## config.mk

```make
export PLATFORM = sky130hd
export DESIGN_NAME = det_timing_gen
export DESIGN_NICKNAME = d
export VERILOG_FILES = /design/src/rtl/det_timing_gen.sv
export SDC_FILE = /design/constraint.sdc
export NUM_CORES = 1
export LEC_CHECK = 0
export CORE_ASPECT_RATIO = 0.5
export CORE_MARGIN = 8
export CORE_UTILIZATION = 50
export CTS_BUF_LIST = sky130_fd_sc_hd__clkbuf_8
export CTS_CLUSTER_DIAMETER = 100
export CTS_CLUSTER_SIZE = 30
export DETAILED_ROUTE_END_ITERATION = 16
export PLACE_DENSITY = 0.8
export SLEW_MARGIN = 0
export SYNTH_ARGS = -nofsm -noshare
export SYNTH_HDL_FRONTEND = slang
export SYNTH_SLANG_ARGS = --single-unit
```

## constraint.sdc

```tcl
create_clock -name clk -period 2.93 [get_ports clk]
set_input_delay 0.293 -clock clk [delete_from_list [all_inputs] [get_ports clk]]
set_output_delay 0.293 -clock clk [all_outputs]
set_load 0.05 [all_outputs]
```

## src/rtl/det_timing_gen.sv

```systemverilog
`default_nettype none
// ============================================================================
// Module      : det_timing_gen
// Description : Detector frame timing generator. It sequences
//               IDLE -> ARM -> RUN -> STOP_PEND -> IDLE, produces the pixel
//               (ah) and line (av) counters, and counts completed frames.
//               It also manages a frame-synchronous exposure line with a
//               validated shadow register, and a one-frame correction flag.
//
// Ports       : clk        - single clock, rising edge
//               rst        - asynchronous active-high reset
//               start      - begin frame generation (from IDLE only)
//               stop       - end generation after the current frame
//               exp_in     - new exposure line value
//               exp_wr     - one-cycle write strobe for exp_in
//               korr_req   - request one correction frame
//               endet      - detector enable (RUN / STOP_PEND)
//               ah         - pixel-clock counter within the line
//               av         - line counter within the frame
//               iexp       - active exposure line, changes only at frame start
//               korr       - correction-frame flag
//               frame_cnt  - completed-frame counter (modulo 2^16)
//               exp_err    - one-cycle pulse after a rejected exp_wr
//               busy       - high whenever the FSM is not IDLE
//
// Revision    : 1.0 - initial release
// ============================================================================
module det_timing_gen #(
  parameter int H_TOTAL = 1056,
  parameter int V_TOTAL = 1032,
  parameter int EXP_DEF = 512,
  parameter int ARM_CYC = 16
) (
  input  logic        clk,
  input  logic        rst,
  input  logic        start,
  input  logic        stop,
  input  logic [10:0] exp_in,
  input  logic        exp_wr,
  input  logic        korr_req,
  output logic        endet,
  output logic [10:0] ah,
  output logic [10:0] av,
  output logic [10:0] iexp,
  output logic        korr,
  output logic [15:0] frame_cnt,
  output logic        exp_err,
  output logic        busy
);

  // --------------------------------------------------------------------------
  // Constants
  // --------------------------------------------------------------------------
  localparam logic [1:0] c_ST_IDLE      = 2'd0;
  localparam logic [1:0] c_ST_ARM       = 2'd1;
  localparam logic [1:0] c_ST_RUN       = 2'd2;
  localparam logic [1:0] c_ST_STOP_PEND = 2'd3;

  localparam logic [10:0] c_H_LAST   = 11'(H_TOTAL - 1);
  localparam logic [10:0] c_V_LAST   = 11'(V_TOTAL - 1);
  localparam logic [10:0] c_EXP_MAX  = 11'(V_TOTAL - 2);
  localparam logic [10:0] c_EXP_DEF  = 11'(EXP_DEF);
  localparam logic [15:0] c_ARM_LAST = 16'(ARM_CYC - 1);

  // --------------------------------------------------------------------------
  // Registers
  // --------------------------------------------------------------------------
  logic [1:0]  r_state;
  logic [15:0] r_arm_cnt;
  logic [10:0] r_ah;
  logic [10:0] r_av;
  logic [10:0] r_shadow;
  logic [10:0] r_iexp;
  logic        r_korr;
  logic        r_korr_pend;
  logic [15:0] r_frame_cnt;
  logic        r_exp_err;
  logic        r_busy;
  logic        r_endet;

  // --------------------------------------------------------------------------
  // Combinational decode
  // --------------------------------------------------------------------------
  logic [1:0] w_state_nxt;
  logic       w_running;
  logic       w_h_last;
  logic       w_v_last;
  logic       w_fb;
  logic       w_start_go;
  logic       w_exp_ok;
  logic       w_stop_done;

  assign w_running   = (r_state == c_ST_RUN) || (r_state == c_ST_STOP_PEND);
  assign w_h_last    = (r_ah == c_H_LAST);
  assign w_v_last    = (r_av == c_V_LAST);
  // Frame boundary: the clock on which av wraps back to 0.
  assign w_fb        = w_running && w_h_last && w_v_last;
  // stop has priority over start while idle.
  assign w_start_go  = (r_state == c_ST_IDLE) && start && !stop;
  assign w_exp_ok    = (exp_in != 11'd0) && (exp_in <= c_EXP_MAX);
  assign w_stop_done = (r_state == c_ST_STOP_PEND) && w_fb;

  always_comb begin
    w_state_nxt = r_state;
    case (r_state)
      c_ST_IDLE: begin
        if (w_start_go) begin
          w_state_nxt = c_ST_ARM;
        end
      end
      c_ST_ARM: begin
        if (r_arm_cnt == c_ARM_LAST) begin
          w_state_nxt = c_ST_RUN;
        end
      end
      c_ST_RUN: begin
        if (stop) begin
          w_state_nxt = c_ST_STOP_PEND;
        end
      end
      c_ST_STOP_PEND: begin
        if (w_fb) begin
          w_state_nxt = c_ST_IDLE;
        end
      end
      default: begin
        w_state_nxt = c_ST_IDLE;
      end
    endcase
  end

  // --------------------------------------------------------------------------
  // FSM and status flags. busy/endet are registered from the next state so
  // they line up exactly with the state they describe.
  // --------------------------------------------------------------------------
  always_ff @(posedge clk or posedge rst) begin
    if (rst) begin
      r_state   <= c_ST_IDLE;
      r_busy    <= 1'b0;
      r_endet   <= 1'b0;
      r_arm_cnt <= 16'd0;
    end else begin
      r_state <= w_state_nxt;
      r_busy  <= (w_state_nxt != c_ST_IDLE);
      r_endet <= (w_state_nxt == c_ST_RUN) || (w_state_nxt == c_ST_STOP_PEND);
      if (w_start_go) begin
        r_arm_cnt <= 16'd0;
      end else if (r_state == c_ST_ARM) begin
        r_arm_cnt <= r_arm_cnt + 16'd1;
      end
    end
  end

  // --------------------------------------------------------------------------
  // Pixel / line counters and frame counter. Outside RUN/STOP_PEND the
  // counters are held at zero, so the first RUN cycle sees ah=av=0.
  // --------------------------------------------------------------------------
  always_ff @(posedge clk or posedge rst) begin
    if (rst) begin
      r_ah        <= 11'd0;
      r_av        <= 11'd0;
      r_frame_cnt <= 16'd0;
    end else begin
      if (w_running) begin
        if (w_h_last) begin
          r_ah <= 11'd0;
          if (w_v_last) begin
            r_av <= 11'd0;
          end else begin
            r_av <= r_av + 11'd1;
          end
        end else begin
          r_ah <= r_ah + 11'd1;
        end
      end else begin
        r_ah <= 11'd0;
        r_av <= 11'd0;
      end
      if (w_fb) begin
        r_frame_cnt <= r_frame_cnt + 16'd1;
      end
    end
  end

  // --------------------------------------------------------------------------
  // Exposure shadow and active exposure. A write on the frame-boundary clock
  // lands in the shadow while iexp takes the old shadow value, so the new
  // value first applies one frame later.
  // --------------------------------------------------------------------------
  always_ff @(posedge clk or posedge rst) begin
    if (rst) begin
      r_shadow  <= c_EXP_DEF;
      r_iexp    <= c_EXP_DEF;
      r_exp_err <= 1'b0;
    end else begin
      r_exp_err <= exp_wr && !w_exp_ok;
      if (exp_wr && w_exp_ok) begin
        r_shadow <= exp_in;
      end
      if (w_fb || w_start_go) begin
        r_iexp <= r_shadow;
      end
    end
  end

  // --------------------------------------------------------------------------
  // Correction frame. A request is held in r_korr_pend and promoted to korr
  // at the next frame boundary; a request arriving on that same boundary
  // clock remains pending for the frame after. Finishing a stop clears both.
  // --------------------------------------------------------------------------
  always_ff @(posedge clk or posedge rst) begin
    if (rst) begin
      r_korr      <= 1'b0;
      r_korr_pend <= 1'b0;
    end else begin
      if (w_stop_done) begin
        r_korr      <= 1'b0;
        r_korr_pend <= 1'b0;
      end else if (w_fb) begin
        r_korr      <= r_korr_pend;
        r_korr_pend <= korr_req;
      end else if (korr_req) begin
        r_korr_pend <= 1'b1;
      end
    end
  end

  // --------------------------------------------------------------------------
  // Outputs (all straight from registers)
  // --------------------------------------------------------------------------
  assign endet     = r_endet;
  assign ah        = r_ah;
  assign av        = r_av;
  assign iexp      = r_iexp;
  assign korr      = r_korr;
  assign frame_cnt = r_frame_cnt;
  assign exp_err   = r_exp_err;
  assign busy      = r_busy;

endmodule
`default_nettype wire

```

======== After elaboration in Yosys (flattened, before gate mapping) ========
Index checks and enable logic that the tools add are counted.
Widths: inputs -> output; s select.
storage, ports and cells
  flip-flop bits (word level) ............. 83
  logic and storage cells ................. 62
cells by class
  $add $sub $neg .......................... 4
  $lt $le $gt $ge ......................... 1
  equality and inequality tests ........... 9
  mux-type cells .......................... 17
  reduce and logical (&&, ||, !) cells .... 19
operator list
  kind                   count
  $mux 11                5
  $add 16x1->16 const B  2
  $mux 16                2
  $add 11x1->11 const B  2
  $eq 11x11->1 const B   2
  $eq 16x4->1 const B    1
  $le 11x11->1 const B   1
  $reduce_bool 11->1     1
  $eq 2x2->1 const B     4
  $logic_and 1x1->1      8
  $mux 2                 4
  $pmux 2 s4             1
  $reduce_bool 2->1      3
  $mux 1                 5
  $logic_or 1x1->1       3
  $reduce_bool 3->1      1
  $eq 2x1->1 const B     1
  $logic_not 1->1        2
  $logic_not 2->1        1
  $ne 2x1->1 const B     1

======== Logic depth before layout (Yosys ltp) ========
Gate-level depths: netlist (run 1).
  depth in word-level cells ............... 8
  gate-level depth with buffers ........... 8
  depth with buffers taken out ............ 6

======== Worst setup path after synthesis (run 1) ========
OpenSTA, ideal clock, no wires.
  path type ............................... register to register
  from .................................... register r_ah[0] (netlist: ah[0])
  to ...................................... register r_iexp[0] (netlist: iexp[0])
  setup time .............................. 0.125 ns
  data arrival time ....................... 2.260 ns
  data required time ...................... 2.805 ns
  path slack .............................. 0.545 ns
  cell stages (with the launch flop) ...... 9
  buffers on the path ..................... 2
  cell sequence ........................... dfrtp_1 ha_1 and4_1 buf_2 nand4_4 nor2_2 or2_1 buf_4 mux2_2
on the way
  longest elaborated chain between the ends .. 4
RTL lines
  what                             line  source
  start: declaration               70    logic [10:0] r_ah;
  start signal: assignment         173   r_ah <= r_ah + 11'd1;
  $eq 11x11->1                     94    assign w_h_last = (r_ah == c_H_LAST);
  $logic_and 1x1->1 (2 in series)  97    assign w_fb = w_running && w_h_last && w_v_last;
  $logic_or 1x1->1                 200   if (w_fb || w_start_go) begin
  end signal: assignment           193   r_iexp <= c_EXP_DEF;
  end signal: assignment           201   r_iexp <= r_shadow;
  end: declaration                 73    logic [10:0] r_iexp;
No other way between the ends.
A chain may end at the register's enable or synchronous reset.

======== Worst setup path in the final report (run 1) ========
  from .................................... register r_ah[0] (netlist: ah[0])
  to ...................................... register r_iexp[10] (netlist: iexp[10])
Same word-level chain as after synthesis.

==> results of run 1 <==
-- power by group through the flow --
stage	Combinational, mW	Clock, mW	Sequential [mW]
floorplan	0.315	0	1.69
global placement	0.762	0	1.49
detailed placement	0.782	0	1.49
CTS	0.783	1.00	1.47
global route	0.836	1.05	1.50
finish	0.771	0.975	1.48
-- sequential cells by signal, summed over array words and instances (netlist names) --
signal       cells
ah              11
av              11
busy             1
endet            1
exp_err          1
frame_cnt       16
iexp            11
korr             1
r_arm_cnt       16
r_korr_pend      1
r_shadow        11
r_state          2
-- synth_stat cells (2+ instances only) --
cell type / number
nor3_1: 14
mux2_2: 23
inv_1: 3
dfstp_2: 2
nand4_1: 8
nand2_1: 35
a31oi_1: 2
nor4_1: 5
and2_1: 6
xnor2_1: 15
nand2b_1: 2
nor2_1: 39
and4_1: 4
clkbuf_1: 7
a21oi_1: 3
xor2_1: 27
or3_1: 3
and3_1: 8
nor2b_1: 2
ha_1: 4
o21ai_0: 13
nand3_1: 24
a2bb2oi_1: 2
dfrtp_1: 81
-- through the flow --
stage	worst slack, ns	instances	cell area, um^2
final	0.4743	526	4856
after global routing	0.2639	526	4856
after CTS	0.4904	526	4856
after detailed placement	0.5020	510	4616
after global placement	0.5927	510	4616
after floorplan	0.5035	352	3819
-- layer usage --
metal  global-route usage (%)  part of all wire, %
met2                    27.48                   50
met4                    4.941                  1.3
met3                    5.739                  4.7
met1                    18.84                   44
met5                        0                    0
-- path summary, 6_finish.rpt --
| path | start | to | depth (start not counted) |
|---|---|---|---|
| setup / recovery | ah[0] | iexp[10] | 6 |
| hold / removal | rst | frame_cnt[9] | 2 |
| setup reg to reg | ah[0] | iexp[10] | 6 |
| hold reg to reg | frame_cnt[15] | frame_cnt[15] | 1 |
| max in group asynchronous | rst | r_shadow[9] | 3 |
| min in group clk | frame_cnt[15] | frame_cnt[15] | 1 |
-- logic make-up (layout without fill, tap and decap cells) --
family | after synthesis | count (layout) | share of synthesized area (%)
and+or+nand+nor | 160 | 160 | 21.69
AOI/OAI and AO/OA | 26 | 26 | 4.260
xor gates and xnor gates | 42 | 42 | 9.633
muxes | 24 | 24 | 7.045
adders and majority gates | 4 | 4 | 1.311
buffers and inverters | 13 | 91 | 1.606
DFF | 83 | 83 | 54.46
-- area by class of cell --
class | instances | area, um^2
flip-flops and latches | 83 | 2079
repair buffers | 72 | 725.7
multi-input cells | 256 | 1678
inverters | 3 | 12.51
clock buffers | 9 | 123.9
fillers | 603 | 2521
clock inverters | 7 | 116.4
well taps | 96 | 120.1
-- layout by cell type, fill, tap and decap left out, drive strengths merged, types with 6 or more instances in the layout --
master / Yosys / layout
nor2: 40 / 40
mux2: 23 / 23
clkbuf: 7 / 9
xnor2: 15 / 15
nand3: 24 / 24
and2: 6 / 6
nand4: 9 / 9
dfrtp: 81 / 81
nand2: 35 / 35
and3: 8 / 8
nor3: 14 / 14
xor2: 27 / 27
clkdlybuf4s50: 0 / 69
o21ai: 13 / 13
==> reports/summary.txt, run 1 <==
outcome: finished, final reports clean
Worst-path clk slew: 0.08 ns
Placer Congestion: 0.8511
vias: 2824
Core Area: 7377 um^2
die width: 139.6 um
Pre-Repair DR Iteration Count: 4
Data required, critical path: 3.17 ns
Max stage delay on crit path: 0.46 ns
vias in the first global route: 2874
Power, Total: 3.221 mW
flops & latches, synth: 83
Critical Path Sink Type: flop
Port Buffers: 69
fin crit share: 83.81%
Unique masters post-synth: 44
GRT overflow: 0
Lkg Pwr: 2.089 nW
slew at the pin closest to its max-slew limit: 0.7890 ns
average size of a mapped cell: 10.85 um^2
CTS tree: done
max_cap viols: 0
post-route DRC violation count: 0
Hold-fix buffers, CTS: 0
share of the synthesized area in the top cell type: 53.08%
switch share: 32.03%
crit start category: flop
kind of critical path: flop to flop
Mapped Area: 3819 um^2
vias per cell: 5.369
count of final hold-check violations: 0
share of post-route cells with drive strength above 1: 11.86%
Net Switching: 1.032 mW
layout overhead on the synthesized area: 27.16%
cts repair resizes: 0
fin util: 65.82%
fmax: 0.4072 GHz
PD cells: 663.3 nW/um^2
initial antenna violation count: 0
post-synthesis cell count: 352
Fin Hold WS: 0.3257 ns
Clock Skew: 0.009113 ns
Seq pwr share: 45.8%
crit-path cells: ha_1 -> and4_1 -> nand4_4 -> nor2_2 -> or2_1 -> mux2_2
Worst Path Arrival: 2.70 ns
VDD IR max: 0.3667 mV
DRT iter0 DRCs: 160
total CTS buffers: 9
worst skew pair latency: 0.36 ns
relative slew slack: 47.27%
top post-synthesis cells by area: dfrtp_1, mux2_2, xor2_1
Sink Count: 83
IO Pins: 70
die height: 77.80 um
ys async rst share: 100.0%
Final Setup Violations: 0
num rows: 22
Initial Util: 51.76%
GRT Total Usage: 16.06%
largest net degree at the start of global routing: 48
setup TNS: 0 ns
root buffer cell: clkbuf_8
R2R Setup Slk: 0.47 ns
first-pass GRT wire length: 14120 um
CP bufs+invs: 0
WL/cell: 15.82 um
Critical-path top delay cell: or2_1
internal power: 2.189 mW
Post-DP HPWL: 5959 um
final antenna-violating net count: 0
syn_nets: 373
Clock power frac: 30.3%
crit path max fanout: 11
Logic pwr share: 23.9%
count of flip-flops with a built-in enable after synthesis: 0
CP top delay family: simple AND/OR/NAND/NOR gates
Clock Path Buffers: 2
Warnings, synthesis: 0
Hold Crit Class: input pin to async pin
RSZ-0062 raised after global routing: false
Final Max Tran Viols: 0
post-CTS setup buffers: 0
Detailed Route WL: 8320 um
Tmin final: 2.456 ns
Synth area leader: dfrtp_1
H-tree levels: 3
Final nets: 446
die area: 10860 um^2
sequential-to-total area share from yosys stat: 54.46%
Primary FF master, synth: dfrtp_1
diode count: 0
(Power assumes the default switching activity.)
==> inputs of run 2 (changes only) <==
Settings changed: CORE_UTILIZATION 50 to 49, PLACE_DENSITY 0.8 to 0.81.
Clock period 2.93 ns to 2.1 ns, I/O delays scaled along.
==> run 2 against run 1 <==
Effect of this change:
- non-clock buffer count up 17
- sequential share of layout area down 1.1 points
- worst hold slack worse by 0.069 ns
- first-iteration DRC count up 19%
- largest power group unchanged
- highest routed layer unchanged
==> reports/summary.txt, run 2 (synthesized netlist as in run 1, its figures left out) <==
outcome: finished, final reports clean
Post-Place Setup Slack: 0.07237 ns (-0.4297 ns)
Initial Util: 51.38% (-0.38 points)
total CTS buffers: 9 (unchanged)
WL/cell: 16.08 um (+1.7%)
diode count: 0 (unchanged)
Power, Total: 4.290 mW (+33%)
Port Buffers: 69 (unchanged)
GRT overflow: 0 (unchanged)
fin crit share: 96.05% (+12 points)
root buffer cell: clkbuf_8
post-route DRC violation count: 0 (unchanged)
Clock Skew: 0.005611 ns (-0.003502 ns)
vias per cell: 5.337 (-0.59%)
Critical-path top delay cell: or4_4
fin util: 67.64% (+1.8 points)
vias: 2898 (+2.6%)
Critical Path Sink Type: flop
CTS tree: done
largest net degree at the start of global routing: 37 (-23%)
Worst-path clk slew: 0.08 ns (about the same)
Hold-fix buffers, CTS: 0 (unchanged)
RR Startpoint: ah[7]
CP top delay family: simple AND/OR/NAND/NOR gates
Max stage delay on crit path: 0.54 ns (+0.08 ns)
layout overhead on the synthesized area: 31.65%
H-tree levels: 3 (unchanged)
share of post-route cells with drive strength above 1: 19.46% (+7.6 points)
Detailed Route WL: 8733 um (+5.0%)
Data required, critical path: 2.38 ns (-0.79 ns)
Pre-Repair DR Iteration Count: 6 (+2)
Worst Path Arrival: 2.30 ns (-0.40 ns)
kind of critical path: flop to flop
Final Max Tran Viols: 0 (unchanged)
final antenna-violating net count: 0 (unchanged)
PD cells: 853.3 nW/um^2 (+29%)
Core Area: 7432 um^2 (+0.75%)
most frequent cells in the layout: clkdlybuf4s50_1, dfrtp_1, nor2_1
VDD IR max: 0.6120 mV (+67%)
first-pass GRT wire length: 14430 um (+2.2%)
final worst slack: 0.08285 ns (-0.3915 ns)
worst r2r path cells: 5 (-1)
GRT Total Usage: 16.17% (+0.11 points)
commonest non-fill, non-tap cell in the layout: clkdlybuf4s50_1
Tmin final: 2.017 ns (-0.4385 ns)
relative slew slack: 60.95% (+14 points)
Final Setup Violations: 0 (unchanged)
IO Pins: 70 (unchanged)
Hold Crit Class: input pin to async pin
slew at the pin closest to its max-slew limit: 0.5845 ns (-0.2045 ns)
crit start category: flop
R2R Setup Slk: 0.08 ns (-0.39 ns)
crit-path cells: nor4b_4 -> nand4_4 -> or4_4 -> nor2_1 -> xor2_1
Clock Path Buffers: 2 (unchanged)
Fin Hold WS: 0.2567 ns (-0.06899 ns)
fmax: 0.4957 GHz (+22%)
vias in the first global route: 2972 (+3.4%)
RR Endpoint: frame_cnt[8]
die height: 78.43 um (+0.81%)
Placer Congestion: 0.8181 (-3.9%)
count of final hold-check violations: 0 (unchanged)
die width: 140.8 um (+0.90%)
Lkg Pwr: 2.142 nW (+2.6%)
CP bufs+invs: 0 (unchanged)
critical path startpoint: ah[7]
initial antenna violation count: 0 (unchanged)
Post-DP HPWL: 6266 um (+5.2%)
worst skew pair latency: 0.35 ns (about the same)
num rows: 22 (unchanged)
max_cap viols: 0 (unchanged)
crit path max fanout: 5 (-6)
DRT iter0 DRCs: 191 (+19%)
Final nets: 463 (+3.8%)
die area: 11050 um^2 (+1.7%)
Sink Count: 83 (unchanged)
==> run 2: changes by cell type in the layout (fill, tap and decap cells not counted), sizes merged <==
cell,before,now
clkbuf,9,10
inv,2,3
clkinv,4,3
buf,3,20
clkinvlp,1,2
bufinv,3,1
==> run 2: what timing repair did <==
item                       CTS  global route
gates resized for setup      0             4
setup endpoints to repair    0            17
setup buffers                0             0
==> run 2: power by group <==
part / switching, mW / internal (mW) / total (mW)
Clock: 0.567 / 0.572 / 1.14
Sequential: 0.223 / 1.84 / 2.06
Combinational: 0.647 / 0.440 / 1.09
==> run 2: worst max-delay path by stage <==
stage / to / slack, ns / depth (start not counted)
final: frame_cnt[8] / 0.08 / 5
after global routing: frame_cnt[8] / -0.004 / 5
after CTS: frame_cnt[14] / 0.04 / 5
after detailed placement: frame_cnt[8] / 0.07 / 6
after global placement: frame_cnt[6] / 0.13 / 6
after floorplan: frame_cnt[8] / 0.004 / 5
==> run 2: through the flow <==
| step | instances | TNS [ns] | area [um^2] |
|---|---|---|---|
| 2_1_floorplan | 352 | 0 | 3866 |
| 3_3_place_gp | 527 | 0 | 4808 |
| 3_5_place_dp | 527 | 0 | 4808 |
| 4_1_cts | 543 | 0 | 5002 |
| 5_1_grt | 543 | -0.004371 | 5027 |
| 6_report | 543 | 0 | 5027 |
==> run 2: layer usage <==
metal  wire length, um  up-vias  GRT usage (%)
li1                  -     1406              -
met2              4490       54          28.96
met3               421        7          5.009
met1              3759     1431          18.65
met5                 0        -              0
met4                61        0          4.255
==> run 2: layout make-up <==
type | count | area, um^2
inverters | 3 | 15.01
clock inverters | 6 | 56.30
clock buffers | 10 | 137.6
flip-flops and latches | 83 | 2100
multi-input cells | 256 | 1720
well taps | 96 | 120.1
fillers | 564 | 2405
repair buffers | 89 | 878.3
==> inputs of run 3 (changes only) <==
Settings changed: CELL_PAD_IN_SITES_DETAIL_PLACEMENT from default to 0, CELL_PAD_IN_SITES_GLOBAL_PLACEMENT from default to 1, CORE_UTILIZATION 49 to 38, CTS_CLUSTER_DIAMETER 100 to default.
==> run 3 against run 2 <==
Effect of this change:
- clock power shrank 11%
- maximum frequency grew 2.4%
- highest routed layer unchanged
- largest cell class unchanged
- sequential power is essentially flat
- utilization shrank 17 points
- clock skew grew 0.0018 ns
==> reports/summary.txt, run 3 (synthesized netlist as in run 1, its figures left out) <==
share of post-route cells with drive strength above 1: 19.46% (unchanged)
CP top delay family: simple AND/OR/NAND/NOR gates
relative slew slack: 59.52% (-1.4 points)
GRT overflow: 0 (unchanged)
Data required, critical path: 2.38 ns (about the same)
GRT Total Usage: 13.96% (-2.2 points)
Max stage delay on crit path: 0.56 ns (+0.02 ns)
fin crit share: 93.82% (-2.2 points)
total CTS buffers: 9 (unchanged)
H-tree levels: 3 (unchanged)
initial antenna violation count: 0 (unchanged)
Core Area: 9987 um^2 (+34%)
first-pass GRT wire length: 15090 um (+4.5%)
Sink Count: 83 (unchanged)
WL/cell: 15.21 um (-5.4%)
Placer Congestion: 0.8319 (+1.7%)
fin cells: 587 (+8.1%)
vias in the first global route: 2949 (-0.77%)
die area: 13710 um^2 (+24%)
diode count: 0 (unchanged)
max_cap viols: 0 (unchanged)
Hold Crit Class: input pin to async pin
RSZ-0062 raised after global routing: false
Pre-Repair DR Iteration Count: 4 (-2)
CP bufs+invs: 0 (unchanged)
count of final hold-check violations: 0 (unchanged)
Inst Count DP: 571 (+8.3%)
Final Cell Area: 5072 um^2 (+0.90%)
Post-DP HPWL: 6632 um (+5.8%)
outcome: finished, final reports clean
Final Setup Violations: 0 (unchanged)
worst skew pair latency: 0.35 ns (about the same)
die width: 157.8 um (+12%)
DRT iter0 DRCs: 170 (-11%)
final antenna-violating net count: 0 (unchanged)
root buffer cell: clkbuf_8
Critical Path Sink Type: flop
fmax: 0.5076 GHz (+2.4%)
most frequent cells in the layout: clkdlybuf4s50_1, dfrtp_1, nor2_1
setup TNS: 0 ns (unchanged)
PD cells: 824.2 nW/um^2 (-3.4%)
kind of critical path: flop to flop
VDD IR max: 0.4301 mV (-30%)
slew at the pin closest to its max-slew limit: 0.6059 ns (+0.02141 ns)
Clock Path Buffers: 2 (unchanged)
Initial Util: 38.24% (-13 points)
commonest non-fill, non-tap cell in the layout: clkdlybuf4s50_1
layout overhead on the synthesized area: 32.83%
worst r2r path cells: 5 (unchanged)
CTS tree: done
crit-path cells: nor4b_4 -> nand4_4 -> or4_4 -> nor2_1 -> xor2_1
Final nets: 463 (unchanged)
IO Pins: 70 (unchanged)
Critical-path top delay cell: or4_4
Detailed Route WL: 8931 um (+2.3%)
vias: 2913 (+0.52%)
Final Max Tran Viols: 0 (unchanged)
num rows: 26 (+18%)
post-route DRC violation count: 0 (unchanged)
Cell Area, Placed: 4876 um^2 (+1.4%)
crit start category: flop
largest net degree at the start of global routing: 35 (-5.4%)
Clock Skew: 0.007406 ns (+0.001795 ns)
die height: 86.89 um (+11%)
Port Buffers: 69 (unchanged)
Lkg Pwr: 2.144 nW (about the same)
Fill cells: 905 (+60%)
Worst-path clk slew: 0.08 ns (about the same)
vias per cell: 4.963 (-7.0%)
Worst Path Arrival: 2.25 ns (-0.05 ns)
crit path max fanout: 8 (+3)
critical path depth in cells: 5 (unchanged)
Tmin final: 1.970 ns (-0.04699 ns)
run 3: final timing paths:
check	startpoint	endpoint	slack (ns)
hold / removal	rst	frame_cnt[6]	0.27
min in group clk	exp_wr	exp_err	0.45
max in group asynchronous	rst	iexp[9]	1.21
setup reg to reg	ah[5]	frame_cnt[6]	0.13
hold reg to reg	korr	korr	0.48
setup / recovery	ah[5]	frame_cnt[6]	0.13
run 3: layout make-up:
class                           count  area (um^2)  area share (%)
Tap cell                          140        175.2           3.453
Multi-Input combinational cell    256         1719           33.89
Sequential cell                    83         2100           41.39
Clock inverter                      5        21.27          0.4193
Clock buffer                       11        151.4           2.985
Inverter                            3        15.01          0.2960
Timing Repair Buffer               89        890.9           17.56
run 3: worst register-to-register path: cells and delay by family (launching register included):
| family | cells | cell delay, ns |
|---|---|---|
| and+or+nand+nor | 4 | 1.32 |
| DFF | 1 | 0.43 |
| xor gates and xnor gates | 1 | 0.15 |
run 3: power breakdown:
group	switching, mW	leakage [nW]	total [mW]	internal [mW]
combinational	0.648	0.983	1.09	0.440
clock	0.534	0.103	1.01	0.478
sequential	0.239	1.06	2.08	1.84
run 3: what timing repair did:
action                                  CTS  global route
hold buffers                              0             0
setup buffers                             0             0
endpoints found under the setup margin    0             9
gates resized for setup                   0             5
run 3: per-layer routing:
metal	share of wire (%)	track usage (%)	vias to the layer above
li1	-	-	1403
met3	8.0	5.693	5
met1	50	20.05	1411
met5	0	0	-
met4	0.49	3.173	0
met2	42	18.92	94
run 3: per-stage QoR:
step / worst slack (ns) / total power, mW / hold WS (ns) / util [%]
finish: 0.1298 / 4.181 / 0.2724 / 50.79
global route: 0.0005056 / 4.446 / 0.2860 / 50.79
CTS: 0.07610 / 4.251 / 0.2674 / 50.55
detailed placement: 0.09362 / 3.202 / 0.4643 / 48.82
global placement: 0.1536 / 3.177 / 0.4587 / 48.82
floorplan: 0.003702 / 2.803 / 0.3366 / -
